File: src/rtl/wb_cpu_arbiter.sv
// Two-master Wishbone arbiter (icache CMU = master 0, dcache CMU = master 1); grant 1 cycle after cyc, bus mux combinational from state.
// Loser holds cyc/stb until granted; hung slaves answered with ack+err after TIMEOUT strobe cycles. ARB_ROUND_ROBIN_EN selects round-robin.
module wb_cpu_arbiter #(
  parameter int unsigned TIMEOUT = 255
) (
  input  logic        clk,
  input  logic        rst_n,

  input  logic        wbs0_cyc_i,
  input  logic        wbs0_stb_i,
  input  logic [31:2] wbs0_addr_i,
  input  logic [2:0]  wbs0_cti_i,
  input  logic [1:0]  wbs0_bte_i,
  input  logic [3:0]  wbs0_sel_i,
  input  logic        wbs0_we_i,
  input  logic [31:0] wbs0_data_i,
  output logic [31:0] wbs0_data_o,
  output logic        wbs0_ack_o,
  output logic        wbs0_err_o,

  input  logic        wbs1_cyc_i,
  input  logic        wbs1_stb_i,
  input  logic [31:2] wbs1_addr_i,
  input  logic [2:0]  wbs1_cti_i,
  input  logic [1:0]  wbs1_bte_i,
  input  logic [3:0]  wbs1_sel_i,
  input  logic        wbs1_we_i,
  input  logic [31:0] wbs1_data_i,
  output logic [31:0] wbs1_data_o,
  output logic        wbs1_ack_o,
  output logic        wbs1_err_o,

  output logic        wbm_cyc_o,
  output logic        wbm_stb_o,
  output logic [31:2] wbm_addr_o,
  output logic [2:0]  wbm_cti_o,
  output logic [1:0]  wbm_bte_o,
  output logic [3:0]  wbm_sel_o,
  output logic        wbm_we_o,
  output logic [31:0] wbm_data_o,
  input  logic [31:0] wbm_data_i,
  input  logic        wbm_ack_i,

  output logic [1:0]  grant
);

  typedef enum logic [1:0] {
    S_IDLE = 2'b00,
    S_OWN0 = 2'b01,
    S_OWN1 = 2'b10
  } state_t;

  localparam logic [7:0] TIMEOUT_CNT = TIMEOUT[7:0];

  state_t      state_q;
  logic [1:0]  grant_q;
  logic [7:0]  wait_q;

  logic own0, own1;
  logic own_cyc, own_stb;
  logic timeout, ack_fwd;
  logic pick0, pick1;

  assign own0    = (state_q == S_OWN0);
  assign own1    = (state_q == S_OWN1);
  assign own_cyc = (own0 & wbs0_cyc_i) | (own1 & wbs1_cyc_i);
  assign own_stb = (own0 & wbs0_stb_i) | (own1 & wbs1_stb_i);
  assign timeout = own_stb && (wait_q == TIMEOUT_CNT);
  assign ack_fwd = own_stb & wbm_ack_i;

`ifdef ARB_ROUND_ROBIN_EN
  logic last_owner_q;
  // On a tie, favour whichever master did not hold the bus last.
  assign pick1 = wbs1_cyc_i & (~wbs0_cyc_i | ~last_owner_q);
`else
  assign pick1 = wbs1_cyc_i;
`endif
  assign pick0 = wbs0_cyc_i & ~pick1;

  always_comb begin
    wbm_cyc_o  = 1'b0;
    wbm_stb_o  = 1'b0;
    wbm_addr_o = '0;
    wbm_cti_o  = '0;
    wbm_bte_o  = '0;
    wbm_sel_o  = '0;
    wbm_we_o   = 1'b0;
    wbm_data_o = '0;
    if (own0) begin
      wbm_addr_o = wbs0_addr_i;
      wbm_cti_o  = wbs0_cti_i;
      wbm_bte_o  = wbs0_bte_i;
      wbm_sel_o  = wbs0_sel_i;
      wbm_we_o   = wbs0_we_i;
      wbm_data_o = wbs0_data_i;
    end else if (own1) begin
      wbm_addr_o = wbs1_addr_i;
      wbm_cti_o  = wbs1_cti_i;
      wbm_bte_o  = wbs1_bte_i;
      wbm_sel_o  = wbs1_sel_i;
      wbm_we_o   = wbs1_we_i;
      wbm_data_o = wbs1_data_i;
    end
    // A timed-out beat is withdrawn from the bus while the owner gets its synthesized ack.
    wbm_cyc_o = own_cyc & ~timeout;
    wbm_stb_o = own_stb & ~timeout;
  end

  assign wbs0_ack_o  = own0 & (timeout | ack_fwd);
  assign wbs0_err_o  = own0 & timeout;
  assign wbs0_data_o = (own0 & ~timeout) ? wbm_data_i : 32'h0;
  assign wbs1_ack_o  = own1 & (timeout | ack_fwd);
  assign wbs1_err_o  = own1 & timeout;
  assign wbs1_data_o = (own1 & ~timeout) ? wbm_data_i : 32'h0;

  assign grant = grant_q;

  always_ff @(posedge clk) begin
    if (!rst_n) begin
      state_q <= S_IDLE;
      grant_q <= 2'b00;
      wait_q  <= '0;
`ifdef ARB_ROUND_ROBIN_EN
      last_owner_q <= 1'b0;
`endif
    end else begin
      case (state_q)
        S_IDLE: begin
          wait_q <= '0;
          if (pick1) begin
            state_q <= S_OWN1;
            grant_q <= 2'b10;
`ifdef ARB_ROUND_ROBIN_EN
            last_owner_q <= 1'b1;
`endif
          end else if (pick0) begin
            state_q <= S_OWN0;
            grant_q <= 2'b01;
`ifdef ARB_ROUND_ROBIN_EN
            last_owner_q <= 1'b0;
`endif
          end
        end
        S_OWN0, S_OWN1: begin
          // Release always passes through idle, giving the bus a turnaround cycle.
          if (!own_cyc) begin
            state_q <= S_IDLE;
            grant_q <= 2'b00;
            wait_q  <= '0;
          end else if (timeout || ack_fwd) begin
            wait_q <= '0;
          end else if (own_stb) begin
            wait_q <= wait_q + 8'd1;
          end
        end
        default: begin
          state_q <= S_IDLE;
          grant_q <= 2'b00;
          wait_q  <= '0;
        end
      endcase
    end
  end

endmodule
File: config.mk
export PLATFORM = sky130hd
export DESIGN_NAME = wb_cpu_arbiter
export DESIGN_NICKNAME = d
export VERILOG_FILES = /design/src/rtl/wb_cpu_arbiter.sv
export SDC_FILE = /design/constraint.sdc
export NUM_CORES = 1
export LEC_CHECK = 0
export ABC_AREA = 1
export CORE_AREA = 2 2 125 127
export DETAILED_ROUTE_END_ITERATION = 12
export DIE_AREA = 0 0 127 129
export PLACE_DENSITY = 0.54
export SYNTH_ARGS = -nofsm -noshare
export SYNTH_HDL_FRONTEND = slang
export SYNTH_SLANG_ARGS = --single-unit
File: constraint.sdc
create_clock -name clk -period 2.1 [get_ports clk]
set_input_delay 0.42 -clock clk [delete_from_list [all_inputs] [get_ports clk]]
set_output_delay 0.42 -clock clk [all_outputs]
set_load 0.02 [all_outputs]
=== Yosys cells after proc, flatten, opt, wreduce, memory -nomap -nowiden ===
Cells that the tools add are included.

* Bits in registers: 10
* Output and inout bits: 144

* Bitwise operators: 22
* Reduce and logical (&&, ||, !) cells: 6
* Equal/unequal tests: 5
* Multiplexer cells: 18
* $add $sub $neg: 1

{| class="wikitable"
|+ Operators with widths
! cell !! number
|-
| 32-bit 2-to-1 mux || 4
|-
| 30-bit 2-to-1 mux || 2
|-
| 1-bit AND || 14
|-
| 2-bit 2-to-1 mux || 5
|-
| 8-bit by 1-bit adder with 8-bit output, second input constant || 1
|-
| 8-bit equality test, second input constant || 1
|-
| 4-bit 2-to-1 mux || 2
|-
| 3-bit 2-to-1 mux || 2
|-
| 1-bit inverter || 5
|-
| 2-bit case mux with 2 select lines || 1
|-
| 4-bit OR reduction || 1
|-
| 3-bit != test, second input constant || 1
|-
| 1-bit OR || 3
|-
| 2-bit by 1-bit equality test with 1-bit output, second input constant || 1
|-
| 2-bit equality test, second input constant || 1
|-
| 2-bit logical NOT || 1
|-
| 1-bit 2-to-1 mux || 2
|-
| 2-bit != test, second input constant || 1
|-
| 2-bit AND reduction || 1
|-
| 2-bit OR reduction || 1
|-
| 1-bit logical AND || 1
|-
| 1-bit logical OR || 1
|}

=== Logic depth before layout (Yosys ltp) ===
Gate-level depths: netlist of run 1.

* Word-level depth: 7
* Gate-level depth with buffers: 9

=== Worst setup path before layout of run 1 ===
OpenSTA, ideal clock, no wires.

* Kind: register to output
* Start: reg, netlist name grant[0]
* End: out wbs0_data_o[10]
* Cell stages (with the launch flop): 9
* Buffers on the path: 1
* Slack: 0.029 ns
* Arrival time: 1.651 ns
* Cell sequence: dfxtp_1 -> inv_1 -> ha_1 -> nand2_2 -> nand2_4 -> nand3_4 -> nand2_4 -> buf_6 -> nor2_1

{| class="wikitable"
|+ RTL lines
! element !! RTL line !! source
|-
| to (decl) || 17 || <nowiki>output logic [31:0] wbs0_data_o,</nowiki>
|}

==> flow_metrics.env, run 1 <==
export IMPL_status="complete, but fails checks"
export IMPL_violations="negative setup slack"
export IMPL_die_y_um=129
export IMPL_grt_pass1_vias=3832
export IMPL_nets=1008
export IMPL_tns_ns=-0.901
export IMPL_boundaryPins=327
export IMPL_sequentialPowerShare_pct=8.6
export IMPL_syn_area_sq_um=2130
export IMPL_start_util_pct=14.2
export IMPL_final_common_cell="clkdlybuf4s50_1"
export IMPL_path_class="reg -> out"
export IMPL_num_rows=45
export IMPL_clk_pin_slew_worst_paths_ns=0.04
export IMPL_syn_avg_cell_area_sq_um=4.73
export IMPL_fin_crit_ns=2.15
export IMPL_ys_ff_latch=10
export IMPL_antenna_cells=0
export IMPL_critical_path_max_fanout=6
export IMPL_place_inst=980
export IMPL_ant_nets=0
export IMPL_hp_class="reg -> reg"
export IMPL_final_cell_mix="clkdlybuf4s50_1 (182), nand2_1 (175), nand3_1 (80), clkbuf_2 (61), buf_6 (57)"
export IMPL_maxCapViolCount=0
export IMPL_cts_tree="done"
export IMPL_final_util_pct=43.2
export IMPL_fin_ws_ns=-0.0458
export IMPL_die_w_um=127
export IMPL_cp_required_ns=1.68
export IMPL_pre_cts_slack_ns=-0.508
export IMPL_yosys_warnings=0
export IMPL_yosysSeqAreaShare_pct=9.40
export IMPL_vias_per_cell=4.09
export IMPL_area_growth_pct=204
export IMPL_relSlewSlack_pct=75.3
export IMPL_p_sw_share_pct=42.5
export IMPL_irDropWorstVdd_v=0.000175
export IMPL_holdPathStages=2
export IMPL_dr_pass1_iters=4
export IMPL_gp_congestion=0.785
export IMPL_combPwrFrac_pct=75.4
export IMPL_grt_max_degree=37
export IMPL_p_int_uw=1340
export IMPL_drt_iter0_markers=145
export IMPL_hpwlAfterDp_um=11800
export IMPL_post_route_period_util_pct=102
export IMPL_start_kind="flip-flop"
export IMPL_rsz0062_at_grt="true"
export IMPL_maxSlewViolCount=0
export IMPL_synth_cells=450
export IMPL_root_buffer="clkbuf_16"
export IMPL_power_switching_uw=992
export IMPL_clockBufferDepth=2
export IMPL_vias=4121
export IMPL_clkSinkCount=10
export IMPL_design_core_area_sq_um=15000
export IMPL_drt_total_wl_um=15400
export IMPL_fp_dieArea_sq_um=16400
export IMPL_critPathMaxStageDelay_ns=0.33
export IMPL_grt_pass1_wl_um=20800
export IMPL_antenna_found_initial=0
export IMPL_placed_area_sq_um=5920
export IMPL_ys_types=21
export IMPL_stdcell_count=1008
export IMPL_synth_nets=637
export IMPL_port_buffers=326
export IMPL_tightest_slew_ns=0.369
export IMPL_p_leak_uw=0.00320
export IMPL_grt_usage_pct=16.2
export IMPL_p_per_area_nw_per_um2=360
export IMPL_p_clk_share_pct=16.0
export IMPL_cp_arrival_ns=1.73
export IMPL_wl_per_cell_um=15.3
export IMPL_postLayoutCellArea_sq_um=6470
export IMPL_grt_ovfl_total=0
export IMPL_crit_chain="buf_6 -> ha_4 -> nand2_4 -> nand2_4 -> nand3_4 -> buf_12 -> nand2_8 -> clkbuf_16 -> nor2_4 -> buf_6"
export IMPL_worst_r2r_path_depth=11
export IMPL_htreeDepth=1
export IMPL_fin_skew_ns=0.000662
export IMPL_cp_end_kind="primary output"
export IMPL_numCtsBuffers=3
export IMPL_cp_slowest_cell="dfxtp_2"
export IMPL_drive_above_1_share_pct=34.8
export IMPL_clkLatencyLatePin_ns=0.23
export IMPL_max_freq_mhz=466
export IMPL_hold_viol_final=0
export IMPL_setup_viol=43
export IMPL_drc_errors=0
[worst max-delay path, delay by kind of cell (launching register included)]
kind,cells,cell delay [ns]
buffers and inverters,4,0.59
AND/OR/NAND/NOR,5,0.40
flip-flops,1,0.33
adder cells (fa/ha/maj),1,0.17
[power groups by stage]
| stage | registers (uW) | clock network, uW | logic (uW) |
|---|---|---|---|
| floorplan | 206 | 0 | 665 |
| global placement | 200 | 0 | 1660 |
| detailed placement | 201 | 0 | 1660 |
| CTS | 199 | 388 | 1590 |
| global route | 200 | 399 | 1880 |
| finish | 200 | 374 | 1760 |
[area by class of cell]
class | instances | area [sq um]
Multi-Input combinational cell | 362 | 2000
Timing Repair Buffer | 394 | 3750
Clock buffer | 4 | 88.8
Inverter | 50 | 190
Tap cell | 188 | 235
Fill cell | 1530 | 8500
Sequential cell | 10 | 205
[metal layers]
metal	GRT usage (%)	share of wire, %
met5	0	0
met4	2.39	1.3
met3	3.83	6.8
met2	31.5	54
met1	18.2	38
[synth_stat cells]
cell / n / area share, %
buf_1: 1 / 0.18
buf_2: 15 / 3.5
nand3_4: 1 / 0.82
a21boi_0: 1 / 0.35
nand3b_1: 1 / 0.35
nor2_2: 1 / 0.29
nand2_4: 3 / 1.6
clkbuf_1: 8 / 1.4
nand3_2: 1 / 0.47
a21oi_1: 4 / 0.94
nand3_1: 80 / 19
nand4_1: 2 / 0.59
nand2_1: 177 / 31
inv_1: 50 / 8.8
buf_4: 1 / 0.35
xor2_1: 2 / 0.82
dfxtp_1: 10 / 9.4
ha_1: 4 / 2.4
nand2_2: 1 / 0.29
nor2_1: 81 / 14
buf_6: 6 / 3.2
[repair_timing]
item | 4_1_cts | 5_1_grt
pin swaps | 8 | 7
setup buffers | 7 | 10
gates resized for setup | 414 | 302
gates cloned | 4 | 3
hold buffers | 0 | 0
endpoints found under the setup margin | 139 | 136
[path summary, 6_finish.rpt]
kind	start	end	slack [ns]
setup reg to reg	grant[1]	wait_q[4]	0.36
hold / removal	wait_q[2]	wait_q[2]	0.59
hold reg to reg	wait_q[2]	wait_q[2]	0.59
setup / recovery	grant[1]	wbs1_data_o[3]	-0.05
[flip-flops by register name, indices dropped and copies added (netlist names)]
| signal | flops |
|---|---|
| grant | 2 |
| wait_q | 8 |
[logic make-up (layout without fill, tap and decap cells)]
| group | Yosys count | after routing | synth area share [%] |
|---|---|---|---|
| simple gates | 348 | 351 | 68.7 |
| buf+inv | 81 | 448 | 17.4 |
| flops | 10 | 10 | 9.40 |
| compound gates | 5 | 5 | 1.29 |
| fa+ha+maj | 4 | 4 | 2.35 |
| xor+xnor | 2 | 2 | 0.823 |
[through the flow]
step | total power, uW | hold slack [ns]
after floorplan | 871 | 0.508
after global placement | 1860 | 0.538
after detailed placement | 1860 | 0.540
after CTS | 2180 | 0.592
after global routing | 2480 | 0.626
final | 2330 | 0.586
(Power assumes the default switching activity.)
==> run 2, diff against run 1 <==
- HOLD_SLACK_MARGIN: default -> 0.02
- TNS_END_PERCENT: default -> 30
==> run 2 against run 1 <==
Net effect:
- the run still ends with negative setup slack left
- global-route usage fell by 0.079 points
- critical path type unchanged
- sequential cell count did not move
- first-iteration DRC count fell by 19%
- worst setup slack got worse by 0.0020 ns
- critical endpoint unchanged
- critical path depth did not move
==> flow_metrics.env, run 2 (synthesis gave the netlist of run 1 again) <==
export IMPL_vias_per_cell=4.05
export IMPL_start_util_pct=14.2
export IMPL_grt_ovfl_total=0
export IMPL_p_sw_share_pct=42.2
export IMPL_fill_cells=1654
export IMPL_clk_pin_slew_worst_paths_ns=0.04
export IMPL_area_growth_pct=171
export IMPL_path_class="reg -> out"
export IMPL_final_common_cell="clkdlybuf4s50_1"
export IMPL_relSlewSlack_pct=75.3
export IMPL_wl_per_cell_um=14.5
export IMPL_largest_reg_flops=8
export IMPL_cp_end_kind="primary output"
export IMPL_setup_viol=16
export IMPL_num_rows=45
export IMPL_p_leak_uw=0.00305
export IMPL_sequentialPowerShare_pct=9.4
export IMPL_reg2reg_to="wait_q[5]"
export IMPL_multiInputGateArea_sq_um=1710
export IMPL_antenna_cells=0
export IMPL_fin_ws_ns=-0.0478
export IMPL_worstHoldStart="wait_q[2]"
export IMPL_rsz0062_at_grt="true"
export IMPL_status="complete, but fails checks"
export IMPL_antenna_found_initial=0
export IMPL_hp_class="reg -> reg"
export IMPL_p_clk_share_pct=17.6
export IMPL_tightest_slew_ns=0.369
export IMPL_port_buffers=326
export IMPL_whs_endpoint="wait_q[2]"
export IMPL_regArea_sq_um=205
export IMPL_vias=4027
export IMPL_holdPathStages=2
export IMPL_worst_r2r_path_depth=11
export IMPL_power_switching_uw=901
export IMPL_clkSinkCount=10
export IMPL_clockBufferDepth=2
export IMPL_maxCapViolCount=0
export IMPL_fp_dieArea_sq_um=16400
export IMPL_fin_crit_ns=2.15
export IMPL_combPwrFrac_pct=73.1
export IMPL_cp_required_ns=1.68
export IMPL_grt_usage_pct=16.1
export IMPL_ctsHoldBuffers=0
export IMPL_grt_pass1_vias=3816
export IMPL_drt_total_wl_um=14400
export IMPL_hold_viol_final=0
export IMPL_grt_pass1_wl_um=20700
export IMPL_max_freq_mhz=466
export IMPL_grt_max_degree=37
export IMPL_htreeDepth=1
export IMPL_final_util_pct=38.5
export IMPL_drt_iter0_markers=117
export IMPL_cts_tree="done"
export IMPL_drc_errors=0
export IMPL_reg2reg_slack_ns=0.34
export IMPL_dr_pass1_iters=4
export IMPL_final_cell_mix="clkdlybuf4s50_1 (182), nand2_1 (175), nand3_1 (80), nor2_1 (69), clkbuf_2 (59)"
export IMPL_die_w_um=127
export IMPL_start_kind="flip-flop"
export IMPL_critical_path_max_fanout=11
export IMPL_irDropWorstVdd_v=0.000175
export IMPL_cp_arrival_ns=1.73
export IMPL_die_y_um=129
export IMPL_power_total_uw=2130
export IMPL_post_route_period_util_pct=102
export IMPL_hpwlAfterDp_um=11800
export IMPL_largest_register="wait_q"
export IMPL_maxSlewViolCount=0
export IMPL_tns_ns=-0.230
export IMPL_design_core_area_sq_um=15000
export IMPL_numCtsBuffers=3
export IMPL_postLayoutCellArea_sq_um=5770
export IMPL_p_int_uw=1230
export IMPL_violations="negative setup slack"
export IMPL_drive_above_1_share_pct=28.2
export IMPL_pre_cts_slack_ns=-0.508
export IMPL_gp_congestion=0.785
export IMPL_fin_skew_ns=0.000584
export IMPL_p_per_area_nw_per_um2=370
export IMPL_placed_area_sq_um=5920
export IMPL_root_buffer="clkbuf_16"
export IMPL_clkLatencyLatePin_ns=0.23
export IMPL_r2r_start="grant[1]"
export IMPL_nets=994
export IMPL_boundaryPins=327
export IMPL_ant_nets=0
run 2: final cells by class:
cell class	count	share of cell area (%)
tap	188	4.08
sequential	10	3.56
inverter	50	3.30
multi-input combinational	361	29.6
timing repair buffer	381	57.9
clock buffer	4	1.54
run 2: what timing repair did:
action,4_1_cts,5_1_grt
setup buffers,6,1
resized for setup,387,176
endpoints found under the setup margin,139,138
gates cloned,3,0
pin swaps,8,2
run 2: worst max path at each step:
stage | from | end | slack [ns] | cells past startpoint
3_3_place_gp | wbs0_stb_i | wbs1_data_o[9] | -0.51 | 8
3_5_place_dp | wbs0_stb_i | wbs1_data_o[9] | -0.51 | 8
4_1_cts | grant[1] | wbm_cyc_o | -0.09 | 9
2_1_floorplan | grant[0] | wbs0_data_o[10] | 0.03 | 8
6_report | grant[1] | wbs1_data_o[3] | -0.05 | 10
5_1_grt | grant[1] | wbs1_data_o[3] | -0.11 | 10
run 2: stage by stage:
stage               cells  hold slack (ns)
finish                994            0.588
floorplan             450            0.508
detailed placement    980            0.540
global placement      980            0.538
CTS                   993            0.592
global route          994            0.626
run 2: layer usage:
metal | wire length [um] | global-route usage (%) | vias to the layer above | share of wire [%]
met5 | 0 | 0 | - | 0
met2 | 7630 | 31.2 | 227 | 53
met4 | 206 | 2.39 | 0 | 1.4
met1 | 5340 | 18.3 | 1698 | 37
li1 | - | - | 2088 | -
met3 | 1220 | 3.66 | 14 | 8.5
run 2: critical path, cell delays in order (launching register included):
cell     delay, ns
dfxtp_2       0.32
buf_6         0.12
ha_4          0.18
nand2_4       0.07
nand2_4       0.05
nand3_4       0.09
buf_12        0.13
nand2_8       0.08
buf_16        0.16
nor2_2        0.14
buf_6         0.14
run 2: power by group through the flow:
stage | Clock (uW) | Combinational [uW] | Sequential (uW)
3_5_place_dp | 0 | 1660 | 201
3_3_place_gp | 0 | 1660 | 200
5_1_grt | 399 | 1680 | 200
2_1_floorplan | 0 | 665 | 206
4_1_cts | 388 | 1590 | 199
6_report | 375 | 1560 | 200
==> run 3, diff against run 2 <==
- MAX_ROUTING_LAYER: default -> met4
==> run 3 against run 2 <==
Net effect:
- the run still ends with negative setup slack left
- cell area increased by 0.59%
- highest routed layer unchanged
- clock skew about the same
- clock power about the same
- wire length about the same
- non-clock buffer count unchanged
- die area unchanged
- combinational power about the same
- hold slack got worse by 0.0020 ns
- first-iteration DRC count increased by 3.4%
- largest cell class unchanged
- clock-buffer cell count unchanged
- via count decreased by 0.47%
- fmax increased by 0.83%
==> flow_metrics.env, run 3 (synthesis gave the netlist of run 1 again) <==
export IMPL_vias_per_cell=4.03
export IMPL_fin_ws_ns=-0.0301
export IMPL_num_rows=45
export IMPL_antenna_cells=0
export IMPL_drc_errors=0
export IMPL_largest_reg_flops=8
export IMPL_final_cell_mix="clkdlybuf4s50_1 (182), nand2_1 (175), nand3_1 (80), nor2_1 (68), buf_4 (61)"
export IMPL_critPathMaxStageDelay_ns=0.32
export IMPL_cp_end_kind="primary output"
export IMPL_dr_pass1_iters=4
export IMPL_p_leak_uw=0.00305
export IMPL_post_route_period_util_pct=101
export IMPL_irDropWorstVdd_v=0.000175
export IMPL_nets=994
export IMPL_critical_path_max_fanout=11
export IMPL_max_freq_mhz=469
export IMPL_boundaryPins=327
export IMPL_grt_pass1_vias=3818
export IMPL_area_growth_pct=173
export IMPL_fin_skew_ns=0.000577
export IMPL_final_common_cell="clkdlybuf4s50_1"
export IMPL_p_per_area_nw_per_um2=369
export IMPL_htreeDepth=1
export IMPL_antenna_found_initial=0
export IMPL_violations="negative setup slack"
export IMPL_fin_crit_ns=2.13
export IMPL_start_util_pct=14.2
export IMPL_root_buffer="clkbuf_16"
export IMPL_stdcell_count=994
export IMPL_cp_arrival_ns=1.71
export IMPL_die_w_um=127
export IMPL_ant_nets=0
export IMPL_vias=4008
export IMPL_grt_max_degree=37
export IMPL_largest_register="wait_q"
export IMPL_crit_top_cell="nand2_4"
export IMPL_setup_viol=14
export IMPL_tns_ns=-0.222
export IMPL_grt_usage_pct=16.6
export IMPL_clkLatencyLatePin_ns=0.23
export IMPL_hpwlAfterDp_um=11800
export IMPL_tightest_slew_ns=0.363
export IMPL_cts_tree="done"
export IMPL_hp_class="reg -> reg"
export IMPL_reg2reg_slack_ns=0.32
export IMPL_gp_congestion=0.796
export IMPL_fp_dieArea_sq_um=16400
export IMPL_clkSinkCount=10
export IMPL_maxSlewViolCount=0
export IMPL_grt_ovfl_total=0
export IMPL_drive_above_1_share_pct=28.3
export IMPL_clk_pin_slew_worst_paths_ns=0.04
export IMPL_path_class="reg -> out"
export IMPL_grt_pass1_wl_um=20700
export IMPL_wl_per_cell_um=14.5
export IMPL_cp_slowest_cell="dfxtp_2"
export IMPL_start_kind="flip-flop"
export IMPL_design_core_area_sq_um=15000
export IMPL_clockBufferDepth=2
export IMPL_port_buffers=326
export IMPL_numCtsBuffers=3
export IMPL_die_y_um=129
export IMPL_maxCapViolCount=0
export IMPL_crit_chain="buf_6 -> ha_4 -> nand2_4 -> nand2_4 -> nand3_4 -> buf_12 -> nand2_8 -> buf_16 -> nor2_1 -> buf_4"
export IMPL_drt_iter0_markers=121
export IMPL_cp_required_ns=1.68
export IMPL_hold_viol_final=0
export IMPL_critPathBufInv=4
export IMPL_critical_path_top_delay_family="buffers and inverters"
export IMPL_place_inst=980
export IMPL_drt_total_wl_um=14400
export IMPL_relSlewSlack_pct=75.7
export IMPL_rsz0062_at_grt="true"
export IMPL_status="complete, but fails checks"
[run 3: metrics by stage]
step	util, %	worst slack, ns	power, uW	hold slack (ns)	instance area (sq um)
2_1_floorplan	-	0.0292	871	0.508	2130
3_3_place_gp	39.5	-0.507	1860	0.538	5920
3_5_place_dp	39.5	-0.508	1860	0.540	5920
4_1_cts	40.0	-0.0890	2180	0.592	5990
5_1_grt	38.7	-0.0947	2280	0.626	5800
6_report	38.7	-0.0301	2140	0.586	5800
[run 3: routing by layer]
layer  GRT usage, %  up-vias  share of wire, %
li1               -     2085                 -
met1           18.9     1695                38
met2           31.2      216                53
met3           2.70       12               7.7
met4           2.39        0               1.6
met5              -        -                 0
[run 3: final timing paths]
path / endpoint / from / cells after the start
worst min-delay path: wait_q[2] / wait_q[2] / 2
worst max register to register: wait_q[5] / grant[1] / 11
worst max-delay path: wbs1_data_o[14] / grant[1] / 10
worst min register to register: wait_q[2] / wait_q[2] / 2
[run 3: where the power goes]
part / total (uW) / internal (uW) / switching [uW] / leakage, uW
clock: 375 / 286 / 88.7 / 0.0000442
sequential: 200 / 195 / 4.06 / 0.0000826
combinational: 1570 / 755 / 812 / 0.00293
[run 3: worst reg2reg max path, delay by kind of cell (launching register included)]
family | cells | cell delay (ns)
flops | 1 | 0.32
buf+inv | 4 | 0.50
fa+ha+maj | 1 | 0.21
simple gates | 6 | 0.69
[run 3: layout make-up]
type / count / area, sq um
clock buffers: 4 / 88.8
fillers: 1646 / 9170
inverters: 50 / 190
multi-input cells: 361 / 1730
flip-flops and latches: 10 / 205
well taps: 188 / 235
repair buffers: 381 / 3360
[run 3: timing repair]
| item | in CTS | in global routing |
|---|---|---|
| gates resized for setup | 387 | 189 |
| hold buffers | 0 | 0 |
| pin swaps | 8 | 2 |
| cloned | 3 | 0 |
| endpoints found under the setup margin | 139 | 138 |
| setup buffers | 6 | 1 |
